## config.mk

```make
export PLATFORM = sky130hd
export DESIGN_NAME = spi_instr_frontend
export DESIGN_NICKNAME = d
export VERILOG_FILES = /design/src/rtl/spi_cpu_pkg.sv /design/src/rtl/spi_sync.sv /design/src/rtl/spi_instr_frontend.sv
export SDC_FILE = /design/constraint.sdc
export NUM_CORES = 1
export LEC_CHECK = 0
export ABC_CLOCK_PERIOD_IN_PS = 2200
export CAP_MARGIN = 20
export CORE_ASPECT_RATIO = 0.6
export CORE_UTILIZATION = 40
export CTS_CLUSTER_SIZE = 24
export DETAILED_ROUTE_END_ITERATION = 10
export PLACE_DENSITY_LB_ADDON = 0.2
export SYNTH_ARGS = -nofsm -noshare
export SYNTH_HDL_FRONTEND = slang
export SYNTH_SLANG_ARGS = --single-unit
```

## constraint.sdc

```tcl
create_clock -name clk -period 2.2 [get_ports clk]
set_input_delay 0.44 -clock clk [delete_from_list [all_inputs] [get_ports clk]]
set_output_delay 0.44 -clock clk [all_outputs]
set_load 0.005 [all_outputs]
```

## src/rtl/spi_cpu_pkg.sv

```systemverilog
// Shared widths, FSM encoding and sizing helpers for the SPI instruction front end.
// Optional feature macro: SPI_PARITY_EN (adds a trailing odd-parity bit on mosi and miso).
package spi_cpu_pkg;

  localparam int DEF_OPCODE_W  = 4;
  localparam int DEF_OPERAND_W = 8;
  localparam int DEF_RESULT_W  = 8;
  localparam int FRAME_BITS    = DEF_OPCODE_W + DEF_OPERAND_W;

`ifdef SPI_PARITY_EN
  localparam int PARITY_BITS = 1;
`else
  localparam int PARITY_BITS = 0;
`endif

  localparam int CNT_W = $clog2(FRAME_BITS + PARITY_BITS + 2);

  typedef enum logic [1:0] {
    WAIT_IDLE = 2'd0,
    IDLE      = 2'd1,
    SHIFT     = 2'd2,
    CHECK     = 2'd3
  } state_t;

  // Counter must hold 0 .. frame_len+1 (saturation value marks "too long").
  function automatic int cnt_width(input int frame_len);
    return $clog2(frame_len + 2);
  endfunction

endpackage

```

## src/rtl/spi_sync.sv

```systemverilog
// Two-flop synchroniser for an asynchronous pin plus single-clk rise/fall strobes.
// Resets low, so a cs_n pin must be seen high before the front end treats the bus as idle.
module spi_sync (
  input  logic clk,
  input  logic rst_n,
  input  logic async_i,
  output logic sync_o,
  output logic rise_o,
  output logic fall_o
);

  logic meta_q, sync_q, prev_q;

  // NOTE: flops are written with <= so every stage samples the previous stage's old value.
  always_ff @(posedge clk or negedge rst_n) begin
    if (!rst_n) begin
      meta_q <= 1'b0;
      sync_q <= 1'b0;
      prev_q <= 1'b0;
    end else begin
      meta_q <= async_i;
      sync_q <= meta_q;
      prev_q <= sync_q;
    end
  end

  assign sync_o = sync_q;
  assign rise_o = sync_q & ~prev_q;
  assign fall_o = ~sync_q & prev_q;

endmodule

```

## src/rtl/spi_instr_frontend.sv

```systemverilog
// SPI mode-0 peripheral: deserialises opcode/operand per cs_n window, returns cpu_out on miso.
// Optional feature macro: SPI_PARITY_EN.
module spi_instr_frontend
  import spi_cpu_pkg::*;
#(
  parameter int OPCODE_W  = DEF_OPCODE_W,
  parameter int OPERAND_W = DEF_OPERAND_W,
  parameter int RESULT_W  = DEF_RESULT_W
) (
  input  logic                 clk,
  input  logic                 rst_n,
  input  logic                 sclk,
  input  logic                 cs_n,
  input  logic                 mosi,
  output logic                 miso,
  input  logic [RESULT_W-1:0]  cpu_out,
  output logic [OPCODE_W-1:0]  opcode,
  output logic [OPERAND_W-1:0] operand,
  output logic                 start,
  output logic                 busy,
  output logic                 frame_err
);

  localparam int FRAME_LEN = OPCODE_W + OPERAND_W + PARITY_BITS;
  localparam int TX_LEN    = RESULT_W + PARITY_BITS;
  localparam int CW        = cnt_width(FRAME_LEN);
  localparam logic [CW-1:0] CNT_FULL = CW'(FRAME_LEN);
  localparam logic [CW-1:0] CNT_SAT  = CW'(FRAME_LEN + 1);

  logic sclk_sync_unused, sclk_rise, sclk_fall;
  logic cs_s, cs_rise, cs_fall_unused;
  logic mosi_s, mosi_rise_unused, mosi_fall_unused;

  spi_sync u_sync_sclk (.clk(clk), .rst_n(rst_n), .async_i(sclk),
                        .sync_o(sclk_sync_unused), .rise_o(sclk_rise), .fall_o(sclk_fall));
  spi_sync u_sync_cs   (.clk(clk), .rst_n(rst_n), .async_i(cs_n),
                        .sync_o(cs_s), .rise_o(cs_rise), .fall_o(cs_fall_unused));
  spi_sync u_sync_mosi (.clk(clk), .rst_n(rst_n), .async_i(mosi),
                        .sync_o(mosi_s), .rise_o(mosi_rise_unused), .fall_o(mosi_fall_unused));

  state_t                 state_q, state_d;
  logic [CW-1:0]          cnt_q;
  logic [FRAME_LEN-1:0]   rx_q;
  logic [TX_LEN-1:0]      tx_q, tx_load;
  logic                   miso_q, start_q, err_q;
  logic                   start_d, err_d, parity_ok, frame_ok;
  logic [OPCODE_W-1:0]    opcode_q;
  logic [OPERAND_W-1:0]   operand_q;

`ifdef SPI_PARITY_EN
  assign tx_load   = {cpu_out, ~^cpu_out};
  assign parity_ok = ^rx_q;
`else
  assign tx_load   = cpu_out;
  assign parity_ok = 1'b1;
`endif

  assign frame_ok = (cnt_q == CNT_FULL) && parity_ok;

  always_ff @(posedge clk or negedge rst_n) begin
    if (!rst_n) state_q <= WAIT_IDLE;
    else        state_q <= state_d;
  end

  // IDLE reacts to the cs_n level, so a fall that landed during CHECK is still honoured.
  always_comb begin
    // NOTE: default first so every path assigns state_d and no latch is inferred.
    state_d = state_q;
    unique case (state_q)
      WAIT_IDLE: if (cs_s)    state_d = IDLE;
      IDLE:      if (!cs_s)   state_d = SHIFT;
      SHIFT:     if (cs_rise) state_d = CHECK;
      CHECK:                  state_d = IDLE;
      default:                state_d = WAIT_IDLE;
    endcase
  end

  always_comb begin
    start_d = 1'b0;
    err_d   = 1'b0;
    if (state_q == CHECK) begin
      start_d = frame_ok;
      err_d   = !frame_ok;
    end
  end

  assign busy = (state_q == SHIFT);

  // NOTE: datapath registers are reset as well, so outputs are defined right after rst_n.
  always_ff @(posedge clk or negedge rst_n) begin
    if (!rst_n) begin
      cnt_q     <= '0;
      rx_q      <= '0;
      tx_q      <= '0;
      miso_q    <= 1'b0;
      start_q   <= 1'b0;
      err_q     <= 1'b0;
      opcode_q  <= '0;
      operand_q <= '0;
    end else begin
      start_q <= start_d;
      err_q   <= err_d;
      if (start_d) begin
        opcode_q  <= rx_q[FRAME_LEN-1 -: OPCODE_W];
        operand_q <= rx_q[FRAME_LEN-1-OPCODE_W -: OPERAND_W];
      end
      if (state_q == IDLE && !cs_s) begin
        tx_q   <= tx_load;
        miso_q <= tx_load[TX_LEN-1];
        cnt_q  <= '0;
      end else if (state_q == SHIFT) begin
        // cs_n rising wins over a coincident sclk edge: that bit is dropped.
        if (cs_rise) begin
          miso_q <= 1'b0;
        end else begin
          if (sclk_rise) begin
            rx_q <= {rx_q[FRAME_LEN-2:0], mosi_s};
            if (cnt_q != CNT_SAT) cnt_q <= cnt_q + CW'(1);
          end
          if (sclk_fall) begin
            tx_q   <= {tx_q[TX_LEN-2:0], 1'b0};
            miso_q <= tx_q[TX_LEN-2];
          end
        end
      end
    end
  end

  assign miso      = miso_q;
  assign start     = start_q;
  assign frame_err = err_q;
  assign opcode    = opcode_q;
  assign operand   = operand_q;

endmodule

```

== Word level (Yosys, flattened, before mapping) ==
Index checks and enable logic that the tools add are counted.
Cells by class
  add/sub/neg operators: 1
  equal/unequal tests: 9
  mux-type cells: 19
  bitwise logic cells: 8
  reduce and logical (&&, ||, !) cells: 14
Operators with widths (count)
  $mux 7: 4
  $mux 4: 5
  $pmux 2 s4: 1
  $reduce_and 4->1: 2
  $reduce_bool 2->1: 4
  $mux 1: 6
  $mux 2: 3
  $ne 2x1->1 const B: 3
  $reduce_and 3->1: 2
  $not 1->1: 5
  $add 4x1->4 const B: 1
  $eq 2x2->1 const B: 2
  $eq 4x4->1 const B: 1
  $ne 4x4->1 const B: 1
  $and 1x1->1: 3
  $reduce_bool 3->1: 1
  $eq 2x1->1 const B: 1
  $logic_not 1->1: 2
  $logic_not 2->1: 1
  $ne 2x2->1 const B: 1
  $reduce_and 2->1: 1
  $logic_and 1x1->1: 1
Storage, ports and cells
  bits in registers: 48
  input port bits: 13
  output and inout port bits: 16
  logic and storage cells: 68

== Depth between registers and ports, before layout ==
  depth in word-level cells: 6
  depth in mapped cells: 7
  mapped depth without buffers: 5

== Cells and area by module ==
Synthesis repeated with hierarchy kept, for this count alone.
Unflattened totals
  cells, all modules: 146
  area total of the unflattened synthesis: 2154.6 um^2
Modules (own cells, without submodules)
  spi_instr_frontend: times used 1, cells an instance 131, area each 1884.3 um^2, sequential area each 1001.0 um^2
  spi_sync: times used 3, cells an instance 5, area each 90.1 um^2, sequential area each 75.1 um^2

== Worst setup path before layout ==
No wires, ideal clock.
  kind: flip-flop to flip-flop
  start: register state_q[1]
  end: register rx_q[10]
  setup time: 125 ps
  arrival time: 1625 ps
  data required time: 2075 ps
  setup slack: 450 ps
  stages on the path, launching flop included: 8
  buffers on the path: 2
  clock period less this slack: 1750 ps
  path through: dfrtp_1 -> inv_1 -> ha_1 -> nor2b_1 -> buf_6 -> nor3_4 -> buf_12 -> mux2_4
Between the ends
  cells in the longest elaborated chain, start to end: 4
  elaborated cells between the ends (all ways): 5
  those cells by class: eq/ne (2); bitwise (1); reduce/logical (2)
RTL lines
  start, declared: line spi_instr_frontend.sv:41  | state_t state_q, state_d;
  start signal, assigned: line spi_instr_frontend.sv:62  | else state_q <= state_d;
  $eq 2x1->1: line spi_instr_frontend.sv:107  | if (state_q == IDLE && !cs_s) begin
  $logic_and 1x1->1: line spi_instr_frontend.sv:107
  $not 1->1 (no source line)
  $reduce_and 4->1 (no source line) *
  end signal, assigned: line spi_instr_frontend.sv:117  | rx_q <= {rx_q[FRAME_LEN-2:0], mosi_s};
  end, declared: line spi_instr_frontend.sv:43  | logic [FRAME_LEN-1:0] rx_q;
Every way passes the cells marked *; elsewhere a longest branch is shown, timed or not.
A chain may end at the register's enable or synchronous reset.

== Final worst setup path ==
  start: register state_q[0]
  end: output port busy
Between the ends
  cells in the longest elaborated chain, start to end: 1
RTL lines
  $eq 2x2->1: line spi_instr_frontend.sv:87  | assign busy = (state_q == SHIFT);
  end, declared: line spi_instr_frontend.sv:20  | output logic busy,
No other way between the ends.

==> flow_metrics.py <==
metrics = {
    "timing": {
        "clock.fmax_mhz": 494,
        "holdWs_ns": 0.0423,
        "relSlewSlack": 0.543,
        "period_needed_ns": 2.02,
        "report.final.slew_viol_count": 0,
        "period_share": 0.920,
        "finalSetupTns_ns": 0,
        "setup_violations": 0,
        "rsz0062_at_grt": "false",
        "fin_skew_ns": 0.00911,
        "worstMarginPinSlew_ns": 0.684,
        "hold_violations": 0,
    },
    "die": {
        "std_cell_rows": 19,
        "core-area_um2": 4780,
        "ios": 29,
        "die_width_um": 95.3,
        "dieArea_um2": 5520,
        "die_h_um": 58.0,
        "start_util": 0.437,
    },
    "yosys": {
        "yosys_most_used_dff": "dfrtp_1",
        "yosysUniqueCellTypes": 28,
        "synthAdderAreaFrac": 0.0420,
        "synth_top_family_by_area": "multiplexers",
        "syn_area_per_cell_um2": 14.8,
        "yosys-mux-area-fraction": 0.251,
        "synthXorXnorAreaFrac": 0,
        "synthesis.instances": 141,
        "yosys.area_share.simple": 0.0635,
        "ys_ff_latch": 48,
        "ys.warnings.count": 0,
        "netlist_top_cells_area": "dfrtp_1 (58%), mux2_2 (14%), mux2_4 (8.6%)",
        "syn_nets": 161,
        "yosysSeqAreaShare": 0.576,
        "synth_top_area_share": 0.576,
        "async_flop_share": 1.00,
        "syn-cell-area_um2": 2090,
        "synth_edf_count": 0,
        "synth-compound-area-share": 0.0312,
        "yosysTopAreaCell": "dfrtp_1",
    },
    "clocking": {
        "cts_setup_buffers": 0,
        "cts_tree": "done",
        "clkSinkCount": 48,
        "clockRootBuffer": "clkbuf_8",
        "cts_buffers": 5,
        "clkTransAtPathRegs_ns": 0.08,
        "cts_hold_buffers": 0,
        "clockBufferDepth": 2,
        "clkLatencyLatePin_ns": 0.30,
        "cts_resized": 0,
        "cts_max_level": 2,
    },
    "critical_path": {
        "start_kind": "flip-flop",
        "critPathSlowestCell": "clkdlybuf4s50_1",
        "cp_data_required_time_ns": 1.76,
        "path_class": "flip-flop to output pin",
        "worstSetupEndpointType": "output pin",
        "crit_chain": "inv_1, ha_2, clkdlybuf4s50_1",
        "crit_fanout": 7,
        "r2r_setup_slack_ns": 0.19,
        "r2r-end": "tx_q[2]",
        "worst_r2r_startpoint": "state_q[1]",
        "cpPeakStageDelay_ns": 0.53,
        "reg2reg_depth": 6,
        "crit_arrival_ns": 1.58,
    },
    "detailed_routing": {
        "routed-wl-met2_mm": 1.45,
        "highest_layer": "met4",
        "wl_met1_mm": 1.73,
        "drtIter0Drc": 19,
        "wire_per_inst_um": 14.1,
        "dr.pass1.iters": 4,
        "vias": 1167,
        "wl_met3_um": 163,
        "drc": 0,
        "wl_mm": 3.38,
        "drtAntennaViolNets": 0,
        "post_drt_via_cell_ratio": 4.86,
    },
    "global_route": {
        "grt_overflow": 0,
        "grt_pass1_wl_mm": 5.80,
        "antenna_found_initial": 0,
        "grt_max_degree": 18,
        "grtUsageTotal": 0.142,
        "grt_pass1_vias": 1174,
    },
    "final_layout": {
        "syn_to_final_growth_pct": 21.6,
        "fillCellCount": 401,
        "multiInputGateArea_um2": 811,
        "seqCellArea_um2": 1200,
        "layout-drive-gt1-share": 0.322,
        "nNetsFinal": 196,
        "n_antenna_cell": 0,
        "final_common_cell": "dfrtp_1",
        "final_cell_mix": "dfrtp_1 (48), clkdlybuf4s50_1 (27), mux2_2 (26)",
    },
    "pwr": {
        "p_sw_mw": 0.655,
        "power.share.switching": 0.275,
        "p_seq_frac": 0.473,
        "powerDensity_nw_per_um2": 939,
        "ir_drop_mv": 0.400,
        "power_leakage_nw": 1.18,
        "intPower_mw": 1.73,
        "power.share.clock": 0.262,
        "combPwrFrac": 0.265,
    },
    "placed_design": {
        "io_buffers": 28,
        "dp_hpwl_mm": 2.51,
        "place_congestion": 0.773,
    },
    "status": {
        "outcome": "completed",
    },
    "flow_run": {
        "maxCapViolCount": 0,
    },
    "worst_hold_path": {
        "hold_class": "input port to asynchronous set/reset pin",
    },
}
[power groups by stage]
stage               sequential [mW]  combinational, mW  clock (mW)
floorplan                      1.11              0.478           0
finish                         1.13              0.631       0.624
CTS                            1.13              0.635       0.646
global placement               1.13              0.599           0
detailed placement             1.15              0.630           0
global route                   1.15              0.703       0.692
[per-layer routing]
metal  vias to the layer above  track usage
met1                       578        0.211
li1                        559            -
met2                        25        0.197
met5                         -            0
met4                         0       0.0390
met3                         5       0.0459
[state kept, by name (all words and copies together), names as in the netlist, 2 cells and up]
name and cells:
operand 8, rx_q 12, cnt_q 4, state_q 2, tx_q 7, opcode 4
[cell usage after synthesis, types with 2 or more instances]
cell and n:
mux2_4 12, ha_1 7, nor3_1 3, mux2_2 26, mux2i_1 5, nand2_1 8
o21ai_0 2, inv_1 8, dfrtp_1 48, a21oi_1 3, buf_6 2
[layout make-up]
class	instances	share of cell area
inverters	8	0.0118
multi-input cells	81	0.320
repair buffers	32	0.120
well taps	63	0.0311
clock buffers	5	0.0271
clock inverters	3	0.0168
flip-flops and latches	48	0.473
[cell families after synthesis]
| kind of cell | Yosys count |
|---|---|
| AOI/OAI and AO/OA | 9 |
| adders and majority gates | 7 |
| DFF | 48 |
| buffers and inverters | 12 |
| and+or+nand+nor | 22 |
| muxes | 43 |
[stage by stage]
stage / cells / utilization / area (µm²) / power (mW) / worst slack (ns)
final: 240 / 0.531 / 2540 / 2.38 / 0.177
after global routing: 240 / 0.531 / 2540 / 2.55 / 0.0582
after CTS: 240 / 0.531 / 2530 / 2.41 / 0.0875
after detailed placement: 232 / 0.507 / 2420 / 1.78 / 0.207
after global placement: 232 / 0.507 / 2420 / 1.73 / 0.256
after floorplan: 141 / - / 2090 / 1.59 / 0.450
[worst max-delay path by stage]
stage                    start  endpoint  slack (ns)  depth (start not counted)
detailed placement  state_q[1]   tx_q[2]        0.21                          6
CTS                 state_q[0]      busy        0.09                          3
finish              state_q[0]      busy        0.18                          3
global route        state_q[1]   tx_q[2]        0.06                          6
global placement    state_q[0]   rx_q[1]        0.26                          6
floorplan           state_q[1]  rx_q[10]        0.45                          7
[worst max-delay path: cells and delay by family, from the launching register on]
kind,cells,cell delay (ns)
DFF,1,0.40
buffers and inverters,2,0.64
adders and majority gates,1,0.26
Note: power is estimated with default switching activity, not from simulation.
